**config.mk**
```make
export PLATFORM = sky130hd
export DESIGN_NAME = vm_dispatch_arbiter
export DESIGN_NICKNAME = d
export VERILOG_FILES = /design/src/rtl/vm_dispatch_arbiter.sv
export SDC_FILE = /design/constraint.sdc
export NUM_CORES = 1
export LEC_CHECK = 0
export ABC_CLOCK_PERIOD_IN_PS = 2810
export CORE_AREA = 2 2 245 247
export CTS_BUF_LIST = sky130_fd_sc_hd__clkbuf_2
export DETAILED_ROUTE_END_ITERATION = 7
export DIE_AREA = 0 0 247 249
export PLACE_DENSITY = 0.38
export SLEW_MARGIN = 15
export SYNTH_ARGS = -nofsm -noshare
export SYNTH_HDL_FRONTEND = slang
export SYNTH_SLANG_ARGS = --single-unit
```
**constraint.sdc**
```tcl
create_clock -name axi_aclk -period 2.81 [get_ports axi_aclk]
set_input_delay 0.562 -clock axi_aclk [delete_from_list [all_inputs] [get_ports axi_aclk]]
set_output_delay 0.562 -clock axi_aclk [all_outputs]
set_load 0.1 [all_outputs]
```
**src/rtl/vm_dispatch_arbiter.sv**
```systemverilog
// Round-robin, packet-granular arbiter sharing one snooper and one forwarder
// among N BPF VMs. Each side owns an independent SEEK/ACTIVE lock FSM.

module vm_dispatch_lock #(
  parameter int N     = 4,
  parameter int IDX_W = (N > 1) ? $clog2(N) : 1
) (
  input  logic             axi_aclk,
  input  logic             resetn,
  input  logic [N-1:0]     vm_ready,
  input  logic             done,
  output logic             active,
  output logic [IDX_W-1:0] sel,
  output logic [31:0]      count
);

  typedef enum logic {SEEK, ACTIVE} state_t;

  localparam logic [IDX_W:0] N_W = (IDX_W+1)'(N);

  state_t                state, state_nx;
  logic [IDX_W-1:0]      ptr, ptr_nx, sel_nx, pick;
  logic [31:0]           count_nx;
  logic                  found;
  logic [IDX_W:0]        cand, sel_sum;
  logic [2**IDX_W-1:0]   ready_ext;

  // NOTE: sequential state uses non-blocking assignments so every register
  // samples the pre-edge values, independent of statement order.
  always_ff @(posedge axi_aclk or negedge resetn) begin
    if (!resetn) begin
      state <= SEEK;
      ptr   <= '0;
      sel   <= '0;
      count <= '0;
    end else begin
      state <= state_nx;
      ptr   <= ptr_nx;
      sel   <= sel_nx;
      count <= count_nx;
    end
  end

  // First ready VM scanning ptr, ptr+1, ... wrapping mod N.
  always_comb begin
    found     = 1'b0;
    pick      = '0;
    cand      = '0;
    ready_ext = (2**IDX_W)'(vm_ready);
    for (int i = 0; i < N; i++) begin
      cand = {1'b0, ptr} + (IDX_W+1)'(i);
      if (cand >= N_W) cand = cand - N_W;
      if (!found && ready_ext[cand[IDX_W-1:0]]) begin
        found = 1'b1;
        pick  = cand[IDX_W-1:0];
      end
    end
  end

  // NOTE: every output of this block is given a default first, so no path
  // through the case leaves a variable unassigned and no latch is inferred.
  always_comb begin
    state_nx = state;
    ptr_nx   = ptr;
    sel_nx   = sel;
    count_nx = count;
    sel_sum  = {1'b0, sel} + (IDX_W+1)'(1);
    case (state)
      SEEK: begin
        if (found) begin
          sel_nx   = pick;
          state_nx = ACTIVE;
        end
      end
      ACTIVE: begin
        if (done) begin
          ptr_nx   = (sel_sum >= N_W) ? '0 : sel_sum[IDX_W-1:0];
          state_nx = SEEK;
          count_nx = count + 32'd1;
        end
      end
      default: state_nx = SEEK;
    endcase
  end

  assign active = (state == ACTIVE);

endmodule

module vm_dispatch_arbiter #(
  parameter int N          = 4,
  parameter int DATA_WIDTH = 64,
  parameter int ADDR_WIDTH = 9,
  parameter int PLEN_WIDTH = ADDR_WIDTH + 1,
  parameter int IDX_W      = (N > 1) ? $clog2(N) : 1
) (
  input  logic                    axi_aclk,
  input  logic                    resetn,
  input  logic [ADDR_WIDTH-1:0]   snooper_wr_addr,
  input  logic [DATA_WIDTH-1:0]   snooper_wr_data,
  input  logic                    snooper_wr_en,
  input  logic                    snooper_done,
  output logic                    ready_for_snooper,
  output logic [ADDR_WIDTH-1:0]   vm_wr_addr,
  output logic [DATA_WIDTH-1:0]   vm_wr_data,
  output logic [N-1:0]            vm_wr_en,
  output logic [N-1:0]            vm_snoop_done,
  input  logic [N-1:0]            vm_ready_for_snooper,
  input  logic [ADDR_WIDTH-1:0]   forwarder_rd_addr,
  input  logic                    forwarder_rd_en,
  input  logic                    forwarder_done,
  output logic [DATA_WIDTH-1:0]   forwarder_rd_data,
  output logic [PLEN_WIDTH-1:0]   len_to_forwarder,
  output logic                    ready_for_forwarder,
  output logic [ADDR_WIDTH-1:0]   vm_rd_addr,
  output logic [N-1:0]            vm_rd_en,
  output logic [N-1:0]            vm_fwd_done,
  input  logic [N*DATA_WIDTH-1:0] vm_rd_data,
  input  logic [N*PLEN_WIDTH-1:0] vm_len,
  input  logic [N-1:0]            vm_ready_for_forwarder,
  output logic [IDX_W-1:0]        snoop_sel,
  output logic [IDX_W-1:0]        fwd_sel,
  output logic [31:0]             pkts_in,
  output logic [31:0]             pkts_out
);

  logic                  s_active, f_active;
  logic                  s_ready, f_ready;
  logic [N-1:0]          s_onehot, f_onehot;
  logic [DATA_WIDTH-1:0] f_data;
  logic [PLEN_WIDTH-1:0] f_len;

  // Done is gated by the lock, so strobes arriving in SEEK never count.
  vm_dispatch_lock #(.N(N), .IDX_W(IDX_W)) u_snoop (
    .axi_aclk (axi_aclk),
    .resetn   (resetn),
    .vm_ready (vm_ready_for_snooper),
    .done     (snooper_done),
    .active   (s_active),
    .sel      (snoop_sel),
    .count    (pkts_in)
  );

  vm_dispatch_lock #(.N(N), .IDX_W(IDX_W)) u_fwd (
    .axi_aclk (axi_aclk),
    .resetn   (resetn),
    .vm_ready (vm_ready_for_forwarder),
    .done     (forwarder_done),
    .active   (f_active),
    .sel      (fwd_sel),
    .count    (pkts_out)
  );

  // Slice selection by comparison keeps every index in range for any N.
  always_comb begin
    s_ready  = 1'b0;
    f_ready  = 1'b0;
    s_onehot = '0;
    f_onehot = '0;
    f_data   = '0;
    f_len    = '0;
    for (int k = 0; k < N; k++) begin
      if (snoop_sel == IDX_W'(k)) begin
        s_ready     = vm_ready_for_snooper[k];
        s_onehot[k] = 1'b1;
      end
      if (fwd_sel == IDX_W'(k)) begin
        f_ready     = vm_ready_for_forwarder[k];
        f_onehot[k] = 1'b1;
        f_data      = vm_rd_data[k*DATA_WIDTH +: DATA_WIDTH];
        f_len       = vm_len[k*PLEN_WIDTH +: PLEN_WIDTH];
      end
    end
  end

  assign ready_for_snooper   = s_active & s_ready;
  assign vm_wr_en            = (s_active && snooper_wr_en)   ? s_onehot : '0;
  assign vm_snoop_done       = (s_active && snooper_done)    ? s_onehot : '0;

  assign ready_for_forwarder = f_active & f_ready;
  assign vm_rd_en            = (f_active && forwarder_rd_en) ? f_onehot : '0;
  assign vm_fwd_done         = (f_active && forwarder_done)  ? f_onehot : '0;
  assign forwarder_rd_data   = f_active ? f_data : '0;
  assign len_to_forwarder    = f_active ? f_len  : '0;

  // Broadcast buses follow their inputs but read as zero while in reset.
  assign vm_wr_addr = resetn ? snooper_wr_addr   : '0;
  assign vm_wr_data = resetn ? snooper_wr_data   : '0;
  assign vm_rd_addr = resetn ? forwarder_rd_addr : '0;

endmodule

```
==> results.cfg <==
[status]
status = finished with violations
violations = setup timing

[detailed_routing]
drtIter0Drc = 331
postRouteAntennaNets = 0
drcViolationCount = 0
wl_mm = 52.7
wl_per_cell_um = 22.9
via_per_inst = 4.07
num_vias = 9375
dr.pass1.iters = 4

[power_and_ir_drop]
p_seq_frac = 0.087
ir_worst_vdd_v = 0.000657
p_int_mw = 7.18
power_density_mw_per_mm2 = 951
clkPwrFrac = 0.033
swShare = 0.568
p_leak_nw = 7.02
combPwrFrac = 0.880
power_switching_mw = 9.44

[setup_path]
cp-end-kind = output port
cp_data_required_time_ns = 2.25
cpPeakStageDelay_ns = 0.54
timing.critical_path.mode_cell = buf_12
cp_top_family = buffers and inverters
path_buf_inv = 5
cp-start-kind = flip-flop
critical_path_class = flip-flop to output port
slowest_stage = dfrtp_4
cp_cell_sequence = inv_4, ha_4, nor2b_4, buf_4, buf_12, buf_12, a221oi_4, o31ai_2, and2_4, buf_12
cp_max_fo = 8
crit_arrival_ns = 2.58

[synth]
synthAdderAreaFrac = 0.0177
synth_mux_area_frac = 0.0121
ys.warnings.count = 0
synth.net_count = 1282
synth_top_family_by_area = simple AND/OR/NAND/NOR gates
synthCells = 880
synth_area_leaders = dfrtp_1, and2_1, a221oi_1
synth_compound_area_frac = 0.198
yosysTopAreaCell = dfrtp_1
synth_xor_xnor_area_share = 0.0769
syn_area_per_cell_sq_um = 8.02
synth.yosys.seq_area_share = 0.262
synth.distinct_cells = 38
synth.top_cell.area_share = 0.262
synth-simple-area-share = 0.378
ys_seq_elements = 74
syn_area_sq_mm = 0.00706

[die]
die_y_um = 249
row_count = 89
num_io_pins = 634
fp.dieW_um = 247
start_util = 0.120
fp.coreArea_sq_mm = 0.0587
die_area_sq_mm = 0.0615

[sta]
finalHoldViolCount = 0
drv_slew = 0
slew_headroom = 0.463
hold_ws_ns = 0.202
period_needed_ns = 3.14
clock.fmax_ghz = 0.319
rsz0062_at_grt = true
fin_skew_ns = 0.0540
worst_pin_slew_ns = 0.805
fin_crit_sh = 1.12
setup_viol_count_final = 75
fin_setup_tns_ns = -20.13
setup_slack_ns = -0.327

[layout]
fin_nets = 1913
syn2layout_area_growth_pct = 148
drive_gt1_frac = 0.325
layout.cells.non_filler = 2301
regArea_sq_mm = 0.00186
final_common_cell = clkdlybuf4s50_1
fill_cells = 6113
layout_common_cells = clkdlybuf4s50_1, buf_12, nand2_1
multiInputGateArea_sq_mm = 0.00551

[hold_path]
hp-class = input port to asynchronous set/reset pin

[cts]
cts_inserted_buffers = 9
htreeDepth = 3
clock-root-buffer = clkbuf_2
clk_pin_slew_ns = 0.26
clock_latency_ns = 0.58
cts_hold_buf = 0
cts_tree = built
cts_max_path_buffers = 2
clock_sinks = 74

[global_routing]
grt_max_degree = 59
grt_use_total = 0.162
grt_pass1_vias = 9887
grt_pass1_wl_mm = 73.1
antenna_found_initial = 17
overflow = 0

[place]
dp.cells = 2237
routabilityCongestion = 0.865
place.detailed.hpwl_mm = 41.9
port_buffers = 633

[job]
max_cap_violations = 0
## power by group through the flow
stage          logic (mW)  registers [mW]  clock network [mW]
3_5_place_dp         13.1            1.48                   0
4_1_cts              14.1            1.45               0.587
2_1_floorplan        7.61            2.09                   0
3_3_place_gp         13.1            1.47                   0
6_report             14.6            1.44               0.543
5_1_grt              15.2            1.48               0.625
## flip-flops by register name, summed over array words and instances (netlist names)
signal          flops
u_fwd.count        32
u_snoop.count      32
u_fwd.ptr           2
u_fwd.sel           2
u_snoop.ptr         2
u_snoop.sel         2
u_fwd.active        1
u_snoop.active      1
## per-layer routing
layer / routed length [um] / GRT usage / vias to the layer above
met2: 27500 / 0.297 / 317
met3: 3860 / 0.0442 / 40
met5: 62 / 0 / -
li1: - / - / 4448
met1: 20500 / 0.188 / 4560
met4: 860 / 0.0296 / 10
## final cells by class
cell class	instances	area share
Multi-Input combinational cell	711	0.315
Sequential cell	74	0.107
Clock buffer	10	0.00286
Tap cell	773	0.0553
Timing Repair Buffer	697	0.512
Inverter	18	0.00415
Clock inverter	6	0.00251
Antenna cell	12	0.00172
## cell families (layout without fill, tap and decap cells)
| logic type | after synthesis | in the layout |
|---|---|---|
| adder cells (fa/ha/maj) | 10 | 10 |
| AND/OR/NAND/NOR | 451 | 451 |
| flip-flops | 74 | 74 |
| other | 0 | 12 |
| buffers and inverters | 95 | 731 |
| AO/OA/AOI/OAI | 180 | 180 |
| multiplexers | 8 | 8 |
| XOR/XNOR | 62 | 62 |
## cell usage after synthesis (all sizes together)
master,n
a21boi,3
a21o,2
a21oi,11
a221oi,73
and2,158
and3,24
and4,7
buf,14
clkbuf,63
dfrtp,74
ha,10
inv,18
mux2,4
mux2i,4
nand2,101
nand3,15
nand4,26
nand4b,2
nor2,17
nor2b,74
nor3,12
nor4,13
o21ai,8
o22ai,2
o2bb2ai,2
o31ai,77
o41ai,2
or3,2
xnor2,39
xor2,23
## timing repair
action,4_1_cts,5_1_grt
gates resized for setup,44,54
buffers inserted,15,6
endpoints found under the setup margin,80,81
pin swaps,74,28
gates cloned,8,8
## worst paths after layout
check                                        endpoint              start  slack (ns)  depth (start not counted)
max in group asynchronous                u_fwd.sel[0]             resetn        1.69                          2
worst min register to register      u_snoop.count[31]  u_snoop.count[31]        0.49                          1
min in group axi_aclk               u_snoop.count[31]  u_snoop.count[31]        0.49                          1
worst min-delay path                u_snoop.count[20]             resetn        0.20                          2
worst max-delay path            forwarder_rd_data[61]       u_fwd.sel[1]       -0.33                         10
worst max register to register        u_fwd.count[25]       u_fwd.active        0.59                          4
## metrics by stage
| stage | worst slack (ns) | total power, mW | area, sq um | utilization |
|---|---|---|---|---|
| 2_1_floorplan | -0.0323 | 9.71 | 7300 | - |
| 3_3_place_gp | 0.116 | 14.6 | 16300 | 0.277 |
| 3_5_place_dp | 0.132 | 14.6 | 16300 | 0.277 |
| 4_1_cts | -0.425 | 16.1 | 16900 | 0.288 |
| 5_1_grt | -0.503 | 17.3 | 17500 | 0.298 |
| 6_report | -0.327 | 16.6 | 17500 | 0.298 |
Note: power is estimated with default switching activity, not from simulation.
